<file path="src/rtl/viti_pkg.sv">
// Shared definitions for the TDL calibration scheduler: FSM encoding,
// default evaluation window length and the reset value of exp_ones.
package viti_pkg;

    localparam int unsigned WIN_LEN_DEF = 32;
    localparam logic [2:0] EXP_ONES_RST = 3'd4;

    typedef enum logic [2:0] {
        ST_IDLE     = 3'd0,
        ST_SETTLE   = 3'd1,
        ST_TRIG     = 3'd2,
        ST_WAIT_RES = 3'd3,
        ST_EVAL     = 3'd4,
        ST_STEP     = 3'd5,
        ST_DONE     = 3'd6
    } state_t;

endpackage

</file>
<file path="src/rtl/viti_calib_timer.sv">
// Loadable down-counter shared by the tap settle wait and the result timeout.
module viti_calib_timer #(
    parameter int unsigned W = 13
) (
    input  logic         clk,
    input  logic         reset,
    input  logic         load,
    input  logic         en,
    input  logic [W-1:0] load_val,
    output logic         zero_c
);

    logic [W-1:0] count;

    // Load wins over decrement; the count parks at zero.
    always_ff @(posedge clk or posedge reset) begin
        if (reset) begin
            count <= '0;
        end else if (load) begin
            count <= load_val;
        end else if (en && (count != '0)) begin
            count <= count - W'(1);
        end
    end

    assign zero_c = (count == '0);

endmodule

</file>
<file path="src/rtl/viti_calib_sched.sv">
// Calibration scheduler: sweeps the IODELAY tap, triggers captures and locks on
// the first window showing an edge. Optional lock hysteresis: CALIB_HYST_EN.
module viti_calib_sched #(
    parameter int unsigned TAP_W       = 5,
    parameter int unsigned TAP_MAX     = 31,
    parameter int unsigned WIN_LEN     = viti_pkg::WIN_LEN_DEF,
    parameter int unsigned SETTLE_CYC  = 16,
    parameter int unsigned TIMEOUT_CYC = 4096
`ifdef CALIB_HYST_EN
    ,
    parameter int unsigned HYST_RUNS   = 2
`endif
) (
    input  logic             clk,
    input  logic             reset,
    input  logic             start,
    output logic             cap_trig,
    input  logic             cap_busy,
    input  logic             res_valid,
    input  logic [7:0]       res_mismatch,
    input  logic [2:0]       res_ones,
    output logic [2:0]       exp_ones,
    output logic             dly_ce,
    output logic             dly_inc,
    output logic [TAP_W-1:0] dly_tap,
    output logic             busy,
    output logic             calib_done,
    output logic             calib_locked,
    output logic             calib_fail
);

    import viti_pkg::*;

    localparam int unsigned CNT_W = $clog2(TIMEOUT_CYC + 1);
`ifdef CALIB_HYST_EN
    localparam int unsigned HIT_W = $clog2(HYST_RUNS + 1);
`endif

    state_t           state, state_d;
    logic [TAP_W-1:0] tap_d;
    logic [2:0]       exp_d, ones_q, ones_d;
    logic [7:0]       m_q, m_d;
    logic             adopt_used, adopt_d;
    logic             busy_d, done_d, locked_d, fail_d, trig_d, ce_d;
    logic             t_load, t_en, t_zero;
    logic [CNT_W-1:0] t_val;
    logic             edge_run, adopt_ok;
`ifdef CALIB_HYST_EN
    logic [HIT_W-1:0] hit_cnt, hit_d;
`endif

    viti_calib_timer #(.W(CNT_W)) u_timer (
        .clk      (clk),
        .reset    (reset),
        .load     (t_load),
        .en       (t_en),
        .load_val (t_val),
        .zero_c   (t_zero)
    );

    // A partial mismatch marks an edge; a full-scale window is a polarity
    // hint adopted once per tap, and anything above full scale is no-edge.
    assign edge_run = (m_q != 8'd0) && (m_q < 8'(WIN_LEN));
    assign adopt_ok = (m_q == 8'(WIN_LEN)) && !adopt_used;

    always_comb begin
        state_d  = state;
        tap_d    = dly_tap;
        exp_d    = exp_ones;
        adopt_d  = adopt_used;
        busy_d   = busy;
        done_d   = calib_done;
        locked_d = calib_locked;
        fail_d   = calib_fail;
        trig_d   = 1'b0;
        ce_d     = 1'b0;
        m_d      = m_q;
        ones_d   = ones_q;
        t_load   = 1'b0;
        t_en     = 1'b0;
        t_val    = '0;
`ifdef CALIB_HYST_EN
        hit_d    = hit_cnt;
`endif
        case (state)
            ST_IDLE: begin
                if (start) begin
                    done_d   = 1'b0;
                    locked_d = 1'b0;
                    fail_d   = 1'b0;
                    tap_d    = '0;
                    adopt_d  = 1'b0;
                    busy_d   = 1'b1;
                    t_load   = 1'b1;
                    t_val    = CNT_W'(SETTLE_CYC);
`ifdef CALIB_HYST_EN
                    hit_d    = '0;
`endif
                    state_d  = ST_SETTLE;
                end
            end
            ST_SETTLE: begin
                t_en = 1'b1;
                if (t_zero) state_d = ST_TRIG;
            end
            ST_TRIG: begin
                if (!cap_busy) begin
                    trig_d  = 1'b1;
                    t_load  = 1'b1;
                    t_val   = CNT_W'(TIMEOUT_CYC);
                    state_d = ST_WAIT_RES;
                end
            end
            ST_WAIT_RES: begin
                t_en = 1'b1;
                if (res_valid) begin
                    m_d     = res_mismatch;
                    ones_d  = res_ones;
                    state_d = ST_EVAL;
                end else if (t_zero) begin
                    fail_d  = 1'b1;
                    state_d = ST_DONE;
                end
            end
            ST_EVAL: begin
                if (edge_run) begin
`ifdef CALIB_HYST_EN
                    if (32'(hit_cnt) + 32'd1 >= HYST_RUNS) begin
                        locked_d = 1'b1;
                        state_d  = ST_DONE;
                    end else begin
                        hit_d   = hit_cnt + HIT_W'(1);
                        state_d = ST_TRIG;
                    end
`else
                    locked_d = 1'b1;
                    state_d  = ST_DONE;
`endif
                end else begin
`ifdef CALIB_HYST_EN
                    hit_d = '0;
`endif
                    if (adopt_ok) begin
                        exp_d   = ones_q;
                        adopt_d = 1'b1;
                        state_d = ST_TRIG;
                    end else begin
                        state_d = ST_STEP;
                    end
                end
            end
            ST_STEP: begin
                if (dly_tap == TAP_W'(TAP_MAX)) begin
                    fail_d  = 1'b1;
                    state_d = ST_DONE;
                end else begin
                    ce_d    = 1'b1;
                    tap_d   = dly_tap + TAP_W'(1);
                    adopt_d = 1'b0;
                    t_load  = 1'b1;
                    t_val   = CNT_W'(SETTLE_CYC);
                    state_d = ST_SETTLE;
                end
            end
            ST_DONE: begin
                done_d  = 1'b1;
                busy_d  = 1'b0;
                state_d = ST_IDLE;
            end
            default: state_d = ST_IDLE;
        endcase
    end

    always_ff @(posedge clk or posedge reset) begin
        if (reset) begin
            state        <= ST_IDLE;
            dly_tap      <= '0;
            exp_ones     <= EXP_ONES_RST;
            adopt_used   <= 1'b0;
            busy         <= 1'b0;
            calib_done   <= 1'b0;
            calib_locked <= 1'b0;
            calib_fail   <= 1'b0;
            cap_trig     <= 1'b0;
            dly_ce       <= 1'b0;
            dly_inc      <= 1'b0;
            m_q          <= '0;
            ones_q       <= '0;
        end else begin
            state        <= state_d;
            dly_tap      <= tap_d;
            exp_ones     <= exp_d;
            adopt_used   <= adopt_d;
            busy         <= busy_d;
            calib_done   <= done_d;
            calib_locked <= locked_d;
            calib_fail   <= fail_d;
            cap_trig     <= trig_d;
            dly_ce       <= ce_d;
            dly_inc      <= ce_d;
            m_q          <= m_d;
            ones_q       <= ones_d;
        end
    end

`ifdef CALIB_HYST_EN
    always_ff @(posedge clk or posedge reset) begin
        if (reset) hit_cnt <= '0;
        else       hit_cnt <= hit_d;
    end
`endif

endmodule

</file>
<file path="config.mk">
export PLATFORM = sky130hd
export DESIGN_NAME = viti_calib_sched
export DESIGN_NICKNAME = d
export VERILOG_FILES = /design/src/rtl/viti_pkg.sv /design/src/rtl/viti_calib_timer.sv /design/src/rtl/viti_calib_sched.sv
export SDC_FILE = /design/constraint.sdc
export NUM_CORES = 1
export LEC_CHECK = 0
export CORE_ASPECT_RATIO = 0.7
export CORE_MARGIN = 2
export CORE_UTILIZATION = 40
export CTS_CLUSTER_DIAMETER = 50
export DETAILED_ROUTE_END_ITERATION = 7
export PLACE_DENSITY = 0.67
export SLEW_MARGIN = 5
export SYNTH_ARGS = -nofsm -noshare
export SYNTH_HDL_FRONTEND = slang
export SYNTH_HIERARCHICAL = 1
export SYNTH_SLANG_ARGS = --single-unit
</file>
<file path="constraint.sdc">
create_clock -name clk -period 4 [get_ports clk]
set_input_delay 1 -clock clk [delete_from_list [all_inputs] [get_ports clk]]
set_output_delay 1 -clock clk [all_outputs]
set_load 0.01 [all_outputs]
</file>
# After elaboration in Yosys (flattened, before gate mapping)
# Index checks and enable logic that the tools add are counted.
# word_totals
ramBits	0
romBits	0
reg_bits	42
output_inout_bits	15
latch_bits	0
n_memories	0
# classes
muxes	39
n_shift	0
n_div	0
mul	0
bitwise	1
addsub	2
reduce_logical	23
n_eq_ne	19
n_lt_le_gt_ge	1
# ops
cell	n
two-way mux 13 bit	3
case mux 13 bit (3 select lines)	1
two-way mux 3 bit	8
two-way mux 5 bit	4
!= test 2 bit, second input constant	10
case mux 3 bit (6 select lines)	1
two-way mux 1 bit	15
logical NOT 13 bit	1
nonzero test 13 bit	1
subtractor 13 x 1 -> 13 bit, second input constant	1
case mux 5 bit (2 select lines)	1
AND reduction 5 bit	2
== test 3 bit, second input constant	3
case mux 1 bit (3 select lines)	3
AND reduction 3 bit	3
== test 8 x 6 -> 1 bit, second input constant	1
< comparator 8 x 6 -> 1 bit, second input constant	1
nonzero test 2 bit	4
nonzero test 8 bit	1
== test 3 x 2 -> 1 bit, second input constant	2
case mux 1 bit (2 select lines)	3
nonzero test 3 bit	2
adder 5 x 1 -> 5 bit, second input constant	1
== test 5 bit, second input constant	1
9 further kinds	12

# Depth between registers and ports, before layout
# Gate-level depths: netlist (run 1).
# logic_depth
depth_word	6
ltp_mapped	12
mapped_depth_nobuf	11

# Modules after synthesis
# The synthesis (run 1) kept the hierarchy.
# modules_own_cells
mod	area_per_inst_um2	instances	seq_area_each_um2	cells_each
viti_calib_sched	1378.8	1	726.9	126
viti_calib_timer	904.6	1	325.3	92

# Least setup slack after synthesis (run 1)
# OpenSTA, ideal clock, no wires.
# synth_timing
path_kind	in2reg
startpoint	input start
endpoint	register u_timer.count[8]
arrival_ns	2.652
setup_slack_ns	1.223
required_time_ns	3.875
stages	7
setup_ns	0.125
cell_sequence	or3b_4 -> a21o_1 -> inv_1 -> or2_2 -> clkbuf_1 -> clkbuf_1 -> mux2_2
# synth_between
elab_chain_len	3
elab_cells_between_ends	4
# synth_lines
item	line	source
start, declared	viti_calib_sched.sv:16	input logic start,
two-way mux 1 bit *	viti_calib_sched.sv:87	if (start) begin
case mux 1 bit (3 select lines) *	viti_calib_sched.sv:85	case (state)
named net t_load	viti_calib_sched.sv:45	logic t_load, t_en, t_zero;
two-way mux 13 bit / nonzero test 2 bit (equally long branches)	n/a	
end signal, assigned	viti_calib_timer.sv:20	count <= load_val;
end signal, assigned	viti_calib_timer.sv:22	count <= count - W'(1);
end, declared	viti_calib_timer.sv:13	logic [W-1:0] count;
# Mark *: on every way through the listed nets, which the timed path passes. The rest lies on a longest branch.
# A chain may end at the register's enable or synchronous reset.

# Worst setup path in the final report (run 1)
# layout_timing
startpoint	input start
endpoint	register u_timer.count[10]
# The elaborated chain is that of the path after synthesis.

==> metrics.md, run 1 <==
| Metric | Value |
|---|---|
| Drt via density | 5.21 |
| Final worst slack | 0.901 ns |
| Final setup viols | 0 |
| Routed WL | 4.48 mm |
| CTS H-tree depth | 2 |
| First-pass GRT wire length | 7.42 mm |
| Final ANT Viol Nets | 0 |
| Max Fclk | 323 MHz |
| CP startpoint kind | input pin |
| Post-synth top flop | dfrtp_1 |
| Share of post-route cells with drive strength above 1 | 0.155 |
| Pin count of the biggest net entering global routing | 30 |
| Syn Std Cell Area | 2280 µm² |
| Inst Count DP | 322 |
| Die area | 6340 µm² |
| Final Hold Viols | 0 |
| Core area | 5370 µm² |
| Max-Cap Viols | 0 |
| Critical-path maximum fanout | 28 |
| Pwr dens | 642 nW/µm² |
| Ys async rst share | 1.00 |
| Worst slack, placed | 0.625 ns |
| Final clock skew | 0.00332 ns |
| Area of the multi-input gates | 1180 µm² |
| CTS root buffer | clkbuf_8 |
| Hold Crit Depth | 1 |
| Post-synth EDFFs | 0 |
| Worst vdd ir | 0.229 mV |
| HPWL after DPL | 3.30 mm |
| WS Path Type | in -> reg |
| All-Layer GR Usage | 0.153 |
| Worst Tran Pin Value | 0.611 ns |
| Via count | 1719 |
| Row cnt | 22 |
| Hold Path End | calib_locked$_DFFE_PP0P_ |
| Period utilisation layout | 0.775 |
| R2R Path Start | dly_tap[0]$_DFFE_PP0P_ |
| Slew Viols, Final | 0 |
| CTS hold repair buffers | 0 |
| Vias in the first global route | 1528 |
| Leading cell type in the layout, fill and taps excluded | dfrtp_1 |
| Initial Util | 0.425 |
| TNS Setup | 0 ns |
| Seq/Total Area, Yosys | 0.461 |
| Wire per inst | 13.6 µm |
| Setup Fix Bufs, Post-CTS | 0 |
| Reg2reg end | u_timer/count[10]$_DFFE_PP0P_ |
| RSZ-0062 raised after global routing | no |
| Fillers | 509 |
| Post-route cell area | 2770 µm² |
| Area grow syn2layout | 21.3% |
| Leak | 0.00118 µW |
| Post-Route Hold Slack | 0.481 ns |
| CTS Buf Count | 5 |
| Worst-Skew Late Latency | 0.29 ns |
| WP data arrival | 3.27 ns |
| First-pass DRT Iterations | 4 |
| Io pins | 31 |
| CTS sink count | 42 |
| Gpl congestion | 0.805 |
| N_diodes | 0 |
| NumNets Final | 277 |
| Clock Path Buffers | 2 |
| Finished Layout Cells | 330 |
| Status | finished clean |
| Synth Instances | 218 |
| FF-to-FF path depth | 11 |
| Yosys cell types | 56 |
| Tightest Hold Check Type | reg -> reg |
| DIE HEIGHT | 67.2 µm |
| Clock slew seen by the registers of the worst setup and hold paths | 0.08 ns |
| Remaining global-route overflow | 0 |
| Most frequent cells in the layout | dfrtp_1, clkdlybuf4s50_1, a21oi_1, mux2_2 |
| Synth warnings | 6 |
| CTS resizes | 0 |
| Buffers on Ports | 30 |
| DP Area | 2680 µm² |
| Die X | 94.3 µm |
| Hold Crit Start | calib_locked$_DFFE_PP0P_ |
| DR iter-0 viols | 100 |
| DRC viols | 0 |
| Min Tclk post-route | 3.10 ns |
| Initial antenna violation count | 0 |
| Register area | 1050 µm² |
| Slew headroom | 0.592 |
| CTS tree | done |
| Post-synthesis register bit count | 42 |
| R2R setup slack | 1.32 ns |
| Avg Inst Size Synth | 10.5 µm² |
| Crit. End Element | flip-flop |
| CP required | 4.17 ns |
==> kinds of logic (layout without fill, tap and decap cells) <==
logic type	after synthesis	in the layout	synth area share
adders and majority gates	4	4	0.0219
muxes	17	17	0.0827
buffers and inverters	23	53	0.0405
and+or+nand+nor	73	73	0.212
other	1	11	0.00164
DFF	42	42	0.461
AOI/OAI and AO/OA	54	54	0.165
xor gates and xnor gates	4	4	0.0153
==> report_power, final <==
group          total (µW)  switching [µW]  leakage [µW]  internal [µW]
clock                 282             142     0.0000482            139
sequential            792             207      0.000521            584
combinational         706             336      0.000613            370
==> sequential cells by signal, indices dropped and copies added (netlist names), 3 cells and up <==
signal and cells:
u_timer/count 13, m_q 8, dly_tap 5, exp_ones 3, ones_q 3, state 3
==> layout make-up <==
cell class,instances,area share
multi-input combinational,163,0.425
sequential,42,0.380
timing repair buffer,31,0.111
tap,72,0.0325
clock buffer,7,0.0312
inverter,14,0.0190
clock inverter,1,0.00181
==> Yosys cell counts (3+ instances only) <==
master,instances,share of area
nand2b_1,4,0.011
or3_1,4,0.011
clkbuf_1,6,0.0099
ha_1,4,0.022
inv_1,14,0.023
mux2_2,15,0.074
nor3b_1,3,0.0099
xnor2_1,3,0.012
nor3_1,9,0.020
nor2_1,9,0.015
a22o_1,3,0.012
o21ai_0,9,0.020
dfrtp_1,41,0.45
nor2b_1,5,0.014
a21o_1,3,0.0099
o31a_1,4,0.015
a21oi_1,20,0.044
nand2_1,14,0.023
==> worst max path at each step <==
stage,start,endpoint,cells past startpoint
2_1_floorplan,start,u_timer/count[8]$_DFFE_PP0P_,7
3_3_place_gp,start,u_timer/count[10]$_DFFE_PP0P_,9
3_5_place_dp,start,u_timer/count[10]$_DFFE_PP0P_,9
4_1_cts,start,u_timer/count[10]$_DFFE_PP0P_,9
5_1_grt,start,u_timer/count[10]$_DFFE_PP0P_,9
6_report,start,u_timer/count[10]$_DFFE_PP0P_,9
==> routing by layer <==
metal / GRT usage / share of wire / wire length, µm
met2: 0.218 / 0.40 / 1790
met3: 0.0458 / 0.070 / 312
met4: 0.0453 / 0.0042 / 19
met1: 0.223 / 0.53 / 2360
met5: 0 / 0 / 0
==> stage by stage <==
| stage | util | power (µW) |
|---|---|---|
| 6_report | 0.516 | 1780 |
| 5_1_grt | 0.516 | 1930 |
| 4_1_cts | 0.516 | 1790 |
| 3_5_place_dp | 0.499 | 1500 |
| 3_3_place_gp | 0.499 | 1480 |
| 2_1_floorplan | - | 1320 |
==> critical path: stages <==
cell and delay [ns]:
clkdlybuf4s50_1 0.52, or3b_4 0.41, a21o_1 0.24, inv_1 0.11, or2_2 0.44, nor2b_1 0.12
a22o_1 0.21, a21oi_1 0.12, o31ai_1 0.08
(Power assumes the default switching activity.)
==> inputs of run 2 (changes only) <==
==> constraint.sdc (replaced) <==
create_clock -name clk -period 3.1 [get_ports clk]
set_input_delay 0.775 -clock clk [delete_from_list [all_inputs] [get_ports clk]]
set_output_delay 0.775 -clock clk [all_outputs]
set_load 0.01 [all_outputs]
==> run 2 against run 1 <==
Sequential share of layout area shrank 0.54 points. Clock power grew 52%. Global-route usage grew 1.5 points. Sequential cell count is the same. Power grew 35%. Clock skew grew 0.0036 ns. Worst hold slack lost 0.0011 ns. Sequential power grew 30%. Core utilization grew 0.75 points. Combinational power grew 33%. Largest cell class unchanged. Highest routed layer unchanged.
==> metrics.md, run 2 (synthesis gave the netlist of run 1 again) <==
| Metric | Value |
|---|---|
| CTS Buf Count | 5 (unchanged) |
| Die X | 94.3 µm (unchanged) |
| CTS H-tree depth | 2 (unchanged) |
| Final setup viols | 0 (unchanged) |
| Tightest Hold Check Type | reg -> reg |
| CTS tree | done |
| Worst Tran Pin Value | 0.783 ns (+0.172 ns) |
| Leading cell type in the layout, fill and taps excluded | dfrtp_1 |
| Slew Viols, Final | 0 (unchanged) |
| CP startpoint kind | input pin |
| Final clock skew | 0.00693 ns (+0.00362 ns) |
| Slew headroom | 0.477 (-0.114) |
| Period utilisation layout | 0.864 |
| CTS sink count | 42 (unchanged) |
| Row cnt | 22 (unchanged) |
| Status | finished clean |
| Share of post-route cells with drive strength above 1 | 0.169 (+0.0135) |
| Routed WL | 4.73 mm (+5.6%) |
| Pin count of the biggest net entering global routing | 21 (-30%) |
| Setup Fix Bufs, Post-CTS | 0 (unchanged) |
| WP data arrival | 2.85 ns (-0.42 ns) |
| Fillers | 507 (-0.39%) |
| Final worst slack | 0.422 ns (-0.479 ns) |
| CTS root buffer | clkbuf_8 |
| HPWL after DPL | 3.53 mm (+6.9%) |
| Min Tclk post-route | 2.68 ns |
| Switching Power | 905 µW (+32%) |
| N_diodes | 0 (unchanged) |
| Worst slack, placed | 0.117 ns (-0.507 ns) |
| Crit. End Element | flip-flop |
| Initial antenna violation count | 0 (unchanged) |
| Internal | 1490 µW (+36%) |
| CTS resizes | 0 (unchanged) |
| First-pass GRT wire length | 8.26 mm (+11%) |
| Switching Fraction | 0.378 (-0.00714) |
| Hold Crit Depth | 1 (unchanged) |
| CTS hold repair buffers | 0 (unchanged) |
| Final ANT Viol Nets | 0 (unchanged) |
| Biggest register | u_timer/count |
| Worst-Skew Late Latency | 0.29 ns (about the same) |
| TNS Setup | 0 ns (unchanged) |
| Final Hold Viols | 0 (unchanged) |
| Die area | 6340 µm² (unchanged) |
| Clock Path Buffers | 2 (unchanged) |
| Largest registers | u_timer/count (13), m_q (8), dly_tap (5) |
| First-pass DRT Iterations | 4 (unchanged) |
| Initial Util | 0.425 (unchanged) |
| Post-Route Hold Slack | 0.480 ns (-0.00113 ns) |
| Pwr dens | 852 nW/µm² (+33%) |
| Drt via density | 5.09 (-2.3%) |
| Wire per inst | 14.2 µm (+4.7%) |
| Combinational power share | 0.391 (-0.006) |
| WS Path Type | in -> reg |
| Seq pwr share | 0.430 (-0.015) |
| DR iter-0 viols | 125 (+25%) |
| Worst vdd ir | 0.299 mV (+31%) |
| CP required | 3.27 ns (-0.90 ns) |
| Clock slew seen by the registers of the worst setup and hold paths | 0.08 ns (about the same) |
| Final Total Pwr | 2390 µW (+35%) |
| Area grow syn2layout | 23.1% |
| Core area | 5370 µm² (unchanged) |
| Leak | 0.00121 µW (+2.1%) |
| Vias in the first global route | 1680 (+9.9%) |
| Max FFs per register | 13 (unchanged) |
| DRC viols | 0 (unchanged) |
| Via count | 1695 (-1.4%) |
| Critical-path maximum fanout | 18 (-36%) |
| Remaining global-route overflow | 0 (unchanged) |
| Io pins | 31 (unchanged) |
| RSZ-0062 raised after global routing | no |
| NumNets Final | 280 (+1.1%) |
| Clk pwr share | 0.179 (+0.021) |
| Buffers on Ports | 30 (unchanged) |
| Max Fclk | 373 MHz |
| Most frequent cells in the layout | dfrtp_1, clkdlybuf4s50_1, a21oi_1, mux2_2 |
| Gpl congestion | 0.809 (+0.51%) |
| All-Layer GR Usage | 0.168 (+0.0155) |
| DIE HEIGHT | 67.2 µm (unchanged) |
| Max-Cap Viols | 0 (unchanged) |
| FF-to-FF path depth | 9 (-2) |
==> run 2: cell types whose count changed in the layout (fill, tap and decap cells not counted), sizes merged <==
cell	before	now
buf	1	4
clkbuf	7	5
bufinv	0	1
clkinv	1	2
==> run 2: metal layers <==
metal	routed length, µm	GRT usage
met5	0	0
met4	36	0.0272
met3	238	0.0469
met2	1900	0.242
met1	2560	0.256
==> run 2: critical path: stages <==
cell and delay (ns):
clkdlybuf4s50_1 0.53, or3b_4 0.41, a21o_1 0.26, inv_1 0.12, or2_2 0.23, buf_4 0.24, nor3b_1 0.07, a21oi_1 0.13
o41ai_1 0.08
==> run 2: per-stage QoR <==
stage / area [µm²] / instances / util
detailed placement: 2700 / 325 / 0.503
global route: 2810 / 333 / 0.524
global placement: 2700 / 325 / 0.503
CTS: 2810 / 333 / 0.524
finish: 2810 / 333 / 0.524
floorplan: 2320 / 228 / -
==> run 2: path summary, 6_finish.rpt <==
kind	from	to	slack, ns
setup / recovery	start	u_timer/count[4]$_DFFE_PP0P_	0.42
hold / removal	calib_locked$_DFFE_PP0P_	calib_locked$_DFFE_PP0P_	0.48
setup reg to reg	dly_tap[0]$_DFFE_PP0P_	u_timer/count[4]$_DFFE_PP0P_	0.54
hold reg to reg	calib_locked$_DFFE_PP0P_	calib_locked$_DFFE_PP0P_	0.48
max in group asynchronous	reset	cap_trig$_DFF_PP0_	1.56
min in group asynchronous	reset	u_timer/count[12]$_DFFE_PP0P_	0.85
==> run 2: cell type report <==
cell class / count / area, µm² / area share
Sequential cell: 42 / 1050 / 0.374
Clock inverter: 3 / 40.0 / 0.0142
Inverter: 14 / 52.6 / 0.0187
Tap cell: 72 / 90.1 / 0.0321
Multi-Input combinational cell: 163 / 1180 / 0.419
Clock buffer: 5 / 68.8 / 0.0245
Timing Repair Buffer: 34 / 330 / 0.118
==> run 2: power groups by stage <==
stage,logic [µW],registers (µW),clock network (µW)
2_1_floorplan,759,943,0
3_3_place_gp,918,1030,0
3_5_place_dp,938,1040,0
4_1_cts,941,1030,440
5_1_grt,1050,1070,464
6_report,936,1030,429
==> inputs of run 3 (changes only) <==
--- a/config.mk
+++ b/config.mk
@@ -5,6 +5,7 @@
 export SDC_FILE = /design/constraint.sdc
 export NUM_CORES = 1
 export LEC_CHECK = 0
+export ABC_CLOCK_PERIOD_IN_PS = 3100
 export CORE_ASPECT_RATIO = 0.7
 export CORE_MARGIN = 2
 export CORE_UTILIZATION = 40
==> results of run 3 <==
The final DEF is identical to that of run 2; final timing and power are the same.
